File: config.mk
export PLATFORM = sky130hd
export DESIGN_NAME = csr_uart_rx
export DESIGN_NICKNAME = d
export VERILOG_FILES = /design/src/rtl/csr_pkg.sv /design/src/rtl/sync_fifo.sv /design/src/rtl/csr_uart_rx.sv
export SDC_FILE = /design/constraint.sdc
export NUM_CORES = 1
export LEC_CHECK = 0
export CORE_MARGIN = 8
export CORE_UTILIZATION = 45
export DETAILED_ROUTE_END_ITERATION = 8
export PLACE_DENSITY = 0.72
export SYNTH_ARGS = -nofsm -noshare
export SYNTH_HDL_FRONTEND = slang
export SYNTH_HIERARCHICAL = 1
export SYNTH_SLANG_ARGS = --single-unit
File: constraint.sdc
create_clock -name clk -period 3.1 [get_ports clk]
set_input_delay 0.31 -clock clk [delete_from_list [all_inputs] [get_ports clk]]
set_output_delay 0.31 -clock clk [all_outputs]
set_load 0.005 [all_outputs]
File: src/rtl/csr_pkg.sv
// ---------------------------------------------------------------------------
// csr_pkg
// Shared definitions for the CSR bus responders: modify codes, the UART
// receive status word layout, CSR addresses, the receiver FSM state type and
// a helper that assembles the receive status word.
// ---------------------------------------------------------------------------
package csr_pkg;

    // CSR modify codes carried on the modify bus
    localparam logic [2:0] MOD_NONE  = 3'd0;
    localparam logic [2:0] MOD_WRITE = 3'd1;
    localparam logic [2:0] MOD_SET   = 3'd2;
    localparam logic [2:0] MOD_CLEAR = 3'd3;

    // Bit positions inside the receive status word
    localparam int RX_EMPTY_BIT = 31;
    localparam int RX_OVR_BIT   = 9;
    localparam int RX_FERR_BIT  = 8;

    // CSR addresses
    localparam logic [11:0] CSR_UART = 12'hBC0;

    // Receiver FSM states
    typedef enum logic [2:0] {
        RX_IDLE  = 3'd0,
        RX_START = 3'd1,
        RX_DATA  = 3'd2,
        RX_STOP  = 3'd3,
        RX_BREAK = 3'd4
    } rx_state_e;

    // Assemble {empty, 21'b0, ovr, ferr, byte}
    function automatic logic [31:0] rx_status(input logic       empty,
                                              input logic       ovr,
                                              input logic       ferr,
                                              input logic [7:0] data);
        logic [31:0] word;
        word               = 32'h0000_0000;
        word[RX_EMPTY_BIT] = empty;
        word[RX_OVR_BIT]   = ovr;
        word[RX_FERR_BIT]  = ferr;
        word[7:0]          = data;
        return word;
    endfunction

endpackage

File: src/rtl/sync_fifo.sv
// ---------------------------------------------------------------------------
// sync_fifo
// Single-clock FIFO with 2**DEPTH_LOG2 entries. Read and write pointers carry
// one extra wrap bit so full and empty are distinguished without a counter.
// The head entry is visible combinationally on rdata. A push into a full FIFO
// is accepted only when it coincides with a pop (the popped slot is reused).
//
// Ports:
//   clk    clock
//   rst    asynchronous active-high reset
//   push   write wdata at the tail
//   pop    drop the head entry (ignored when empty)
//   wdata  data to push
//   rdata  head entry
//   full   no free entry
//   empty  no valid entry
// ---------------------------------------------------------------------------
module sync_fifo #(
    parameter int WIDTH      = 8,
    parameter int DEPTH_LOG2 = 2
) (
    input  logic             clk,
    input  logic             rst,
    input  logic             push,
    input  logic             pop,
    input  logic [WIDTH-1:0] wdata,
    output logic [WIDTH-1:0] rdata,
    output logic             full,
    output logic             empty
);

    localparam int DEPTH = 1 << DEPTH_LOG2;

    logic [WIDTH-1:0]    mem_r [DEPTH];
    logic [DEPTH_LOG2:0] wr_ptr_r;
    logic [DEPTH_LOG2:0] rd_ptr_r;
    logic                do_push_s;
    logic                do_pop_s;

    assign empty = (wr_ptr_r == rd_ptr_r);
    assign full  = (wr_ptr_r[DEPTH_LOG2] != rd_ptr_r[DEPTH_LOG2]) &&
                   (wr_ptr_r[DEPTH_LOG2-1:0] == rd_ptr_r[DEPTH_LOG2-1:0]);
    assign rdata = mem_r[rd_ptr_r[DEPTH_LOG2-1:0]];

    assign do_pop_s  = pop && !empty;
    assign do_push_s = push && (!full || do_pop_s);

    // Storage array and pointer update
    always_ff @(posedge clk or posedge rst) begin
        if (rst) begin
            wr_ptr_r <= '0;
            rd_ptr_r <= '0;
            for (int i = 0; i < DEPTH; i++) begin
                mem_r[i] <= '0;
            end
        end else begin
            if (do_push_s) begin
                mem_r[wr_ptr_r[DEPTH_LOG2-1:0]] <= wdata;
                wr_ptr_r <= wr_ptr_r + {{DEPTH_LOG2{1'b0}}, 1'b1};
            end
            if (do_pop_s) begin
                rd_ptr_r <= rd_ptr_r + {{DEPTH_LOG2{1'b0}}, 1'b1};
            end
        end
    end

endmodule

File: src/rtl/csr_uart_rx.sv
// ---------------------------------------------------------------------------
// csr_uart_rx
// CSR-mapped 8N1 UART receiver. The serial line is synchronised, framed by a
// small FSM and received bytes are queued in a FIFO. A CSR read at BASE_ADDR
// returns {empty, 21'b0, ovr, ferr, byte} one cycle later and pops the head.
// A write/clear modify to BASE_ADDR clears the sticky ferr/ovr flags.
//
// Ports:
//   clk     clock
//   rst     asynchronous active-high reset
//   read    CSR read strobe, qualified by addr
//   modify  CSR modify code, refers to the previous cycle's addr
//   wdata   CSR write data, valid with modify
//   addr    CSR address
//   rdata   read data, zero whenever valid is low
//   valid   this responder claims the access
//   rx      asynchronous serial input, idle high
//   irq     high while the FIFO holds data (registered)
// ---------------------------------------------------------------------------
module csr_uart_rx
    import csr_pkg::*;
#(
    parameter logic [11:0] BASE_ADDR  = CSR_UART,
    parameter int          DIVISOR    = 868,
    parameter int          DEPTH_LOG2 = 2
) (
    input  logic        clk,
    input  logic        rst,
    input  logic        read,
    input  logic [2:0]  modify,
    input  logic [31:0] wdata,
    input  logic [11:0] addr,
    output logic [31:0] rdata,
    output logic        valid,
    input  logic        rx,
    output logic        irq
);

    localparam int CNT_W = $clog2(DIVISOR);
    localparam logic [CNT_W-1:0] CNT_HALF = CNT_W'(DIVISOR / 2 - 1);
    localparam logic [CNT_W-1:0] CNT_FULL = CNT_W'(DIVISOR - 1);

    // Synchroniser
    logic rx_meta_r;
    logic rx_sync_r;

    // Receiver FSM
    rx_state_e        state_r;
    rx_state_e        state_nxt_s;
    logic [CNT_W-1:0] cnt_r;
    logic [CNT_W-1:0] cnt_nxt_s;
    logic [2:0]       idx_r;
    logic [2:0]       idx_nxt_s;
    logic [7:0]       shift_r;
    logic [7:0]       shift_nxt_s;
    logic             push_s;
    logic             ferr_set_s;

    // FIFO and flags
    logic [7:0] fifo_rdata_s;
    logic       fifo_full_s;
    logic       fifo_empty_s;
    logic       pop_s;
    logic       ovr_set_s;
    logic       ferr_r;
    logic       ovr_r;

    // CSR decode
    logic rd_hit_s;
    logic addr_hit_d_r;
    logic clr_hit_s;
    logic unused_s;

    // Two-flop synchroniser; resets to the idle (high) line level
    always_ff @(posedge clk or posedge rst) begin
        if (rst) begin
            rx_meta_r <= 1'b1;
            rx_sync_r <= 1'b1;
        end else begin
            rx_meta_r <= rx;
            rx_sync_r <= rx_meta_r;
        end
    end

    // Receiver FSM state register
    always_ff @(posedge clk or posedge rst) begin
        if (rst) begin
            state_r <= RX_IDLE;
            cnt_r   <= '0;
            idx_r   <= 3'd0;
            shift_r <= 8'h00;
        end else begin
            state_r <= state_nxt_s;
            cnt_r   <= cnt_nxt_s;
            idx_r   <= idx_nxt_s;
            shift_r <= shift_nxt_s;
        end
    end

    // Receiver FSM next state; the start bit is re-checked at its midpoint so
    // that every later sample lands in the middle of a bit period
    always_comb begin
        state_nxt_s = state_r;
        cnt_nxt_s   = cnt_r + CNT_W'(1);
        idx_nxt_s   = idx_r;
        shift_nxt_s = shift_r;
        push_s      = 1'b0;
        ferr_set_s  = 1'b0;
        case (state_r)
            RX_IDLE: begin
                cnt_nxt_s = '0;
                if (!rx_sync_r) begin
                    state_nxt_s = RX_START;
                end else begin
                    state_nxt_s = RX_IDLE;
                end
            end
            RX_START: begin
                if (cnt_r == CNT_HALF) begin
                    cnt_nxt_s = '0;
                    idx_nxt_s = 3'd0;
                    if (rx_sync_r) begin
                        state_nxt_s = RX_IDLE;
                    end else begin
                        state_nxt_s = RX_DATA;
                    end
                end else begin
                    state_nxt_s = RX_START;
                end
            end
            RX_DATA: begin
                if (cnt_r == CNT_FULL) begin
                    cnt_nxt_s          = '0;
                    shift_nxt_s[idx_r] = rx_sync_r;
                    idx_nxt_s          = idx_r + 3'd1;
                    if (idx_r == 3'd7) begin
                        state_nxt_s = RX_STOP;
                    end else begin
                        state_nxt_s = RX_DATA;
                    end
                end else begin
                    state_nxt_s = RX_DATA;
                end
            end
            RX_STOP: begin
                if (cnt_r == CNT_FULL) begin
                    cnt_nxt_s = '0;
                    if (rx_sync_r) begin
                        push_s      = 1'b1;
                        state_nxt_s = RX_IDLE;
                    end else begin
                        ferr_set_s  = 1'b1;
                        state_nxt_s = RX_BREAK;
                    end
                end else begin
                    state_nxt_s = RX_STOP;
                end
            end
            RX_BREAK: begin
                // Hold off until the line returns high so a break is not
                // mistaken for a stream of start bits
                cnt_nxt_s = '0;
                if (rx_sync_r) begin
                    state_nxt_s = RX_IDLE;
                end else begin
                    state_nxt_s = RX_BREAK;
                end
            end
            default: begin
                cnt_nxt_s   = '0;
                state_nxt_s = RX_IDLE;
            end
        endcase
    end

    // CSR decode: read hits pop a non-empty FIFO; flag clears use the
    // address seen one cycle before modify
    assign rd_hit_s  = read && (addr == BASE_ADDR);
    assign pop_s     = rd_hit_s && !fifo_empty_s;
    assign clr_hit_s = addr_hit_d_r && ((modify == MOD_WRITE) || (modify == MOD_CLEAR));
    assign ovr_set_s = push_s && fifo_full_s && !pop_s;
    assign unused_s  = ^{wdata[31:10], wdata[7:0]};

    sync_fifo #(
        .WIDTH      (8),
        .DEPTH_LOG2 (DEPTH_LOG2)
    ) u_fifo (
        .clk   (clk),
        .rst   (rst),
        .push  (push_s),
        .pop   (pop_s),
        .wdata (shift_r),
        .rdata (fifo_rdata_s),
        .full  (fifo_full_s),
        .empty (fifo_empty_s)
    );

    // Previous-cycle address match for the modify phase
    always_ff @(posedge clk or posedge rst) begin
        if (rst) begin
            addr_hit_d_r <= 1'b0;
        end else begin
            addr_hit_d_r <= (addr == BASE_ADDR);
        end
    end

    // Sticky error flags; a set in the same cycle as a clear wins
    always_ff @(posedge clk or posedge rst) begin
        if (rst) begin
            ferr_r <= 1'b0;
            ovr_r  <= 1'b0;
        end else begin
            if (ferr_set_s) begin
                ferr_r <= 1'b1;
            end else if (clr_hit_s && wdata[RX_FERR_BIT]) begin
                ferr_r <= 1'b0;
            end else begin
                ferr_r <= ferr_r;
            end
            if (ovr_set_s) begin
                ovr_r <= 1'b1;
            end else if (clr_hit_s && wdata[RX_OVR_BIT]) begin
                ovr_r <= 1'b0;
            end else begin
                ovr_r <= ovr_r;
            end
        end
    end

    // Registered CSR response and interrupt level
    always_ff @(posedge clk or posedge rst) begin
        if (rst) begin
            valid <= 1'b0;
            rdata <= 32'h0000_0000;
            irq   <= 1'b0;
        end else begin
            valid <= rd_hit_s;
            if (rd_hit_s) begin
                rdata <= rx_status(fifo_empty_s, ovr_r, ferr_r,
                                   fifo_empty_s ? 8'h00 : fifo_rdata_s);
            end else begin
                rdata <= 32'h0000_0000;
            end
            irq <= !fifo_empty_s;
        end
    end

endmodule

Word-level counts from Yosys, hierarchy flattened
Cells that the tools add are included.

Input port bits: 51. Bits in writable memories: 0. Memories kept: 0. Word-level logic and storage cells: 103. Bits in latches: 0. Memory bits (read-only): 0. Output and inout port bits: 34. Bits in registers: 101.

Mux-type cells: 35. Eq/ne operators: 15. Shifts and indexed selects: 0. Divide/modulo/power cells: 0. Multipliers: 0. Reductions and logical operators: 24. Magnitude comparators: 5. Bitwise logic cells: 2. $add $sub $neg: 4.

Operators by type and width (count): $bwmux W32 (1); $mux W32 (1); $mux W8 (4); $mux W10 (2); $pmux W10 S2 (1); $mux W3 (6); $bmux W8 S2 (1); $demux W8 S2 (1); $pmux W3 S5 (1); $mux W1 (13); $eq A12 B12 Y1 const B (1); $logic_and A1 B1 Y1 (12); $add A10 B1 Y10 const B (1); $eq A10 B10 Y1 const B (1); $eq A10 B9 Y1 const B (1); $add A3 B1 Y3 const B (3); $eq A3 B2 Y1 const B (3); $bwmux W8 (1); $eq A3 B1 Y1 const B (2); $eq A3 B3 Y1 const B (2); $ge A3 B3 Y1 const B (2); $not A2 Y3 (2); $pmux W3 S2 (1); $reduce_bool A2 Y1 (3); other kinds (15) (19).

Depth between registers and ports, before layout
Depth after elaboration: 6. Mapped depth: 9. Gate-level depth less buffers: 8.

By module
Netlist, hierarchy kept.

Modules (own cells, without submodules): csr_uart_rx (seq. area each 1053.5 µm², times used 1, area an instance 2069.5 µm², cells each 190); sync_fifo (seq. area each 950.9 µm², times used 1, area an instance 1895.6 µm², cells each 112).

Worst setup path after synthesis
Ideal clock, no wire load.

Kind: reg-to-reg. Start point: register u_fifo.rd_ptr_r[0]. End point: register u_fifo/mem_r[0] (netlist name). Slack: 451 ps. Arrival: 2524 ps. Buffers on the path: 2. Library setup time: 125 ps. Period minus slack after synthesis: 2649 ps. Stages on the path, launching flop included: 10. Data required time: 2975 ps. Cell sequence: dfrtp_1 -> buf_4 -> xor2_4 -> nor3_1 -> inv_1 -> nand2_1 -> nor4_4 -> buf_1 -> o41ai_4 -> mux2_2.

Longest elaborated chain between the ends: 6. Elaborated cells on any way between the ends: 9. Those cells by class: eq/ne (2); reduce/logical (7).

Ends and longest elaborated chain: start: declaration (line sync_fifo.sv:36) `logic [DEPTH_LOG2:0] rd_ptr_r;`; start signal: assignment (line sync_fifo.sv:62) `rd_ptr_r <= rd_ptr_r + {{DEPTH_LOG2{1'b0}}, 1'b1};`; $eq A3 B3 Y1 (line sync_fifo.sv:40) `assign empty = (wr_ptr_r == rd_ptr_r);`; via fifo_empty_s (line csr_uart_rx.sv:62) `logic fifo_empty_s;`; $logic_not A1 Y1 (line csr_uart_rx.sv:179) `assign pop_s = rd_hit_s && !fifo_empty_s;`; $logic_and A1 B1 Y1 (line csr_uart_rx.sv:179); via pop_s (line csr_uart_rx.sv:63) `logic pop_s;`; $logic_and A1 B1 Y1 (line sync_fifo.sv:45) `assign do_pop_s = pop && !empty;`; $logic_or A1 B1 Y1 (line sync_fifo.sv:46) `assign do_push_s = push && (!full || do_pop_s);`; $logic_and A1 B1 Y1 (line sync_fifo.sv:46); end signal: indexed assignment (line sync_fifo.sv:58) `mem_r[wr_ptr_r[DEPTH_LOG2-1:0]] <= wdata;`; end: declaration (line sync_fifo.sv:34) `logic [WIDTH-1:0] mem_r [DEPTH];`.

The timed path passes the listed nets, and every way through them passes these cells. A chain may end at the register's enable or synchronous reset.

Final worst setup path
Start point: register u_fifo.wr_ptr_r[1]. End point: register u_fifo.wr_ptr_r[1].

Longest elaborated chain between the ends: 6. Elaborated cells on any way between the ends: 10. Those cells by class: add/sub (1); eq/ne (2); reduce/logical (7).

Ends and longest elaborated chain: start: declaration (line sync_fifo.sv:35) `logic [DEPTH_LOG2:0] wr_ptr_r;`; start signal: assignment (line sync_fifo.sv:59) `wr_ptr_r <= wr_ptr_r + {{DEPTH_LOG2{1'b0}}, 1'b1};`; $eq A3 B3 Y1 (line sync_fifo.sv:40); via fifo_empty_s (line csr_uart_rx.sv:62); $logic_not A1 Y1 (line csr_uart_rx.sv:179); $logic_and A1 B1 Y1 (line csr_uart_rx.sv:179); via pop_s (line csr_uart_rx.sv:63); $logic_and A1 B1 Y1 (line sync_fifo.sv:45); $logic_or A1 B1 Y1 (line sync_fifo.sv:46); $logic_and A1 B1 Y1 (line sync_fifo.sv:46).

The timed path passes the listed nets, and every way through them passes these cells.

==> results.sh <==
export IMPL_grt_pass1_wl_mm=12.2
export IMPL_final_nets=407
export IMPL_worst_slew_pin_slew_ns=0.860
export IMPL_synth_adder_area_share_pct=2.84
export IMPL_clock_skew_ns=0.0125
export IMPL_cts_tree="built"
export IMPL_hp_class="in2async"
export IMPL_finalCoreUtilization_pct=53.2
export IMPL_syn_area_per_cell_um2=13.1
export IMPL_report_final_slew_viol_count=0
export IMPL_cts_sinks=80
export IMPL_async_reset_ff_share_pct=100
export IMPL_outcome="finished, final reports clean"
export IMPL_dr_pass1_iters=4
export IMPL_critPathKind="reg2reg"
export IMPL_multi_input_area_mm2=0.00181
export IMPL_routed_wl_mm=7.10
export IMPL_post_cts_buffers=0
export IMPL_hold_violations=0
export IMPL_dp_hpwl_mm=5.13
export IMPL_setup_violations_final=0
export IMPL_coreArea_mm2=0.00864
export IMPL_grt_max_degree=39
export IMPL_gp_congestion=0.822
export IMPL_synth_top_family_by_area="multiplexers"
export IMPL_start_util_pct=45.9
export IMPL_antenna_left=0
export IMPL_layout_commonest_cell="dfrtp_1"
export IMPL_slew_headroom_pct=42.3
export IMPL_crit_path_max_fanout=16
export IMPL_grt_pass1_vias=2505
export IMPL_clock_insertion_delay_worst_skew_ns=0.35
export IMPL_ys_warn_count=6
export IMPL_power_w=0.00196
export IMPL_synthCells=302
export IMPL_cts_made_buffers=9
export IMPL_antenna_cells=0
export IMPL_syn_area_mm2=0.00397
export IMPL_rrSetupSlack_ns=0.54
export IMPL_ctsHoldBuffers=0
export IMPL_endpoint_kind="register"
export IMPL_rows=34
export IMPL_use_met2_pct=21.3
export IMPL_crit_required_ns=3.34
export IMPL_max_cap_viol_count=0
export IMPL_drive_above_1_share_pct=26.7
export IMPL_p_leak_nw=2.12
export IMPL_synthDistinctLibCells=49
export IMPL_cts_root_buf="clkbuf_8"
export IMPL_via_per_inst=5.20
export IMPL_die_area_mm2=0.0121
export IMPL_post_cts_resized=0
export IMPL_finalSetupTns_ns=0
export IMPL_rsz0062_at_grt="false"
export IMPL_synthXorXnorAreaFrac_pct=4.67
export IMPL_grt_total_usage_pct=13.0
export IMPL_die_y_um=110
export IMPL_wl_per_cell_um=15.4
export IMPL_busiest_layer="met2"
export IMPL_synth_edf_count=0
export IMPL_yosys_area_share_simple_pct=13.5
export IMPL_synth_compound_area_share_pct=5.84
export IMPL_period_needed_ns=2.56
export IMPL_grtUsageMet1_pct=16.0
export IMPL_r2r_end="u_fifo/wr_ptr_r[1]$_DFFE_PP0P_"
export IMPL_max_clock_path_buffers=2
export IMPL_period_share_pct=82.5
export IMPL_max_freq_mhz=391
export IMPL_drc=0
export IMPL_layout_common_cells="78 x dfrtp_1, 42 x mux2_2, 32 x clkdlybuf4s50_1"
export IMPL_synth_mux_area_share_pct=16.8
export IMPL_reg2regPathDepth=8
export IMPL_io_pins=85
export IMPL_synth_ff_type="dfrtp_1"
export IMPL_antenna_found_initial=0
export IMPL_regArea_mm2=0.00200
export IMPL_power_density_mw_per_mm2=426
export IMPL_clk_pin_slew_worst_paths_ns=0.09
export IMPL_die_w_um=110
export IMPL_vias=2391
export IMPL_drt_iter0_drc=74
export IMPL_num_fill_cells=724
export IMPL_synth_seq_cells=80
export IMPL_irDropWorstVdd_uv=217
export IMPL_grt_ovfl_total=0
export IMPL_cp_arrival_ns=2.80
export IMPL_rr_startpoint="u_fifo/wr_ptr_r[1]$_DFFE_PP0P_"
export IMPL_grt_use_met3_pct=3.87
export IMPL_htreeDepth=3
export IMPL_portBuffers=32
export IMPL_synth_seq_area_share_pct=50.6
export IMPL_area_delta_synth_final_pct=16.0
export IMPL_cp_start_kind="register"
[worst max-delay path, cell delays in order (launching register included)]
cell,delay (ns)
dfrtp_1,0.49
xor2_4,0.25
nor3_1,0.28
inv_1,0.08
nand2_1,0.12
nor4_4,0.05
buf_4,0.22
o41ai_1,0.57
mux2_2,0.39
[area by class of cell]
| cell class | instances | area share, % |
|---|---|---|
| well taps | 108 | 2.94 |
| clock inverters | 7 | 2.23 |
| inverters | 10 | 0.816 |
| flip-flops and latches | 80 | 43.6 |
| multi-input cells | 205 | 39.3 |
| repair buffers | 41 | 8.44 |
| clock buffers | 9 | 2.69 |
[registers in the layout (all words and copies together), names as in the netlist, 3 cells and up]
| signal | flops |
|---|---|
| shift_r | 8 |
| u_fifo/rd_ptr_r | 3 |
| u_fifo/mem_r | 32 |
| u_fifo/wr_ptr_r | 3 |
| cnt_r | 10 |
| rdata | 11 |
| idx_r | 3 |
| state_r | 3 |
[report_power, final]
part | leakage, nW | switching (W) | internal [W] | total [W]
Sequential | 1.09 | 0.00000272 | 0.00104 | 0.00105
Clock | 0.110 | 0.000393 | 0.000461 | 0.000854
Combinational | 0.928 | 0.0000327 | 0.0000243 | 0.0000571
Total | 2.12 | 0.000428 | 0.00153 | 0.00196
[stage by stage]
step | std cells | area (um2) | hold WS, ns | setup slack [ns]
6_report | 460 | 4600 | 0.359 | 0.542
5_1_grt | 460 | 4600 | 0.333 | 0.385
4_1_cts | 460 | 4600 | 0.342 | 0.512
3_5_place_dp | 444 | 4370 | 0.348 | 0.485
3_3_place_gp | 444 | 4370 | 0.347 | 0.542
2_1_floorplan | 322 | 4040 | 0.314 | 0.451
[worst max path at each step]
stage / from / end / depth (start not counted)
2_1_floorplan: u_fifo/rd_ptr_r[0]$_DFFE_PP0P_ / u_fifo/mem_r[0]$_DFFE_PP0P_ / 9
3_3_place_gp: addr[1] / u_fifo/mem_r[7]$_DFFE_PP0P_ / 7
3_5_place_dp: addr[1] / u_fifo/mem_r[7]$_DFFE_PP0P_ / 7
4_1_cts: u_fifo/wr_ptr_r[1]$_DFFE_PP0P_ / u_fifo/wr_ptr_r[1]$_DFFE_PP0P_ / 8
5_1_grt: u_fifo/wr_ptr_r[1]$_DFFE_PP0P_ / u_fifo/wr_ptr_r[1]$_DFFE_PP0P_ / 8
6_report: u_fifo/wr_ptr_r[1]$_DFFE_PP0P_ / u_fifo/wr_ptr_r[1]$_DFFE_PP0P_ / 8
[logic make-up (layout without fill, tap and decap cells)]
family	after synthesis	in the layout
AND/OR/NAND/NOR	90	90
XOR/XNOR	16	16
AO/OA/AOI/OAI	18	18
buffers and inverters	37	67
other	1	21
flip-flops	80	80
multiplexers	51	51
adder cells (fa/ha/maj)	9	9
[routing by layer]
metal,vias up,wire [um]
met2,39,3580
met1,1200,3100
li1,1145,-
met3,7,340
met4,0,82
met5,-,0
[cells in the mapped netlist, types with 2 or more instances]
cell      number  area share [%]
ha_1           9             2.8
nand4b_1       3            0.66
and2_1        13             2.1
o31ai_1        2            0.38
xor2_4         2             1.4
mux2_2        42              12
xnor2_1       11             2.4
nand4_1        4            0.63
nand2_1       10            0.95
inv_1         10            0.95
nor2_1        20             1.9
nor3_1         7            0.88
mux4_2         8             4.5
clkbuf_1       3            0.28
xor2_1         2            0.44
buf_4         22             4.2
nand3_1        7            0.88
dfstp_2        2             1.3
o41ai_4        4             2.8
dfrtp_1       78              49
a41oi_1        2            0.44
nand2b_1       2            0.32
nor4_1         6            0.95
nor4b_1        3            0.66
o21ai_0        2            0.25
and3_1         3            0.47
a22o_1         3            0.66
No activity file was read; power rests on OpenSTA's default activity.
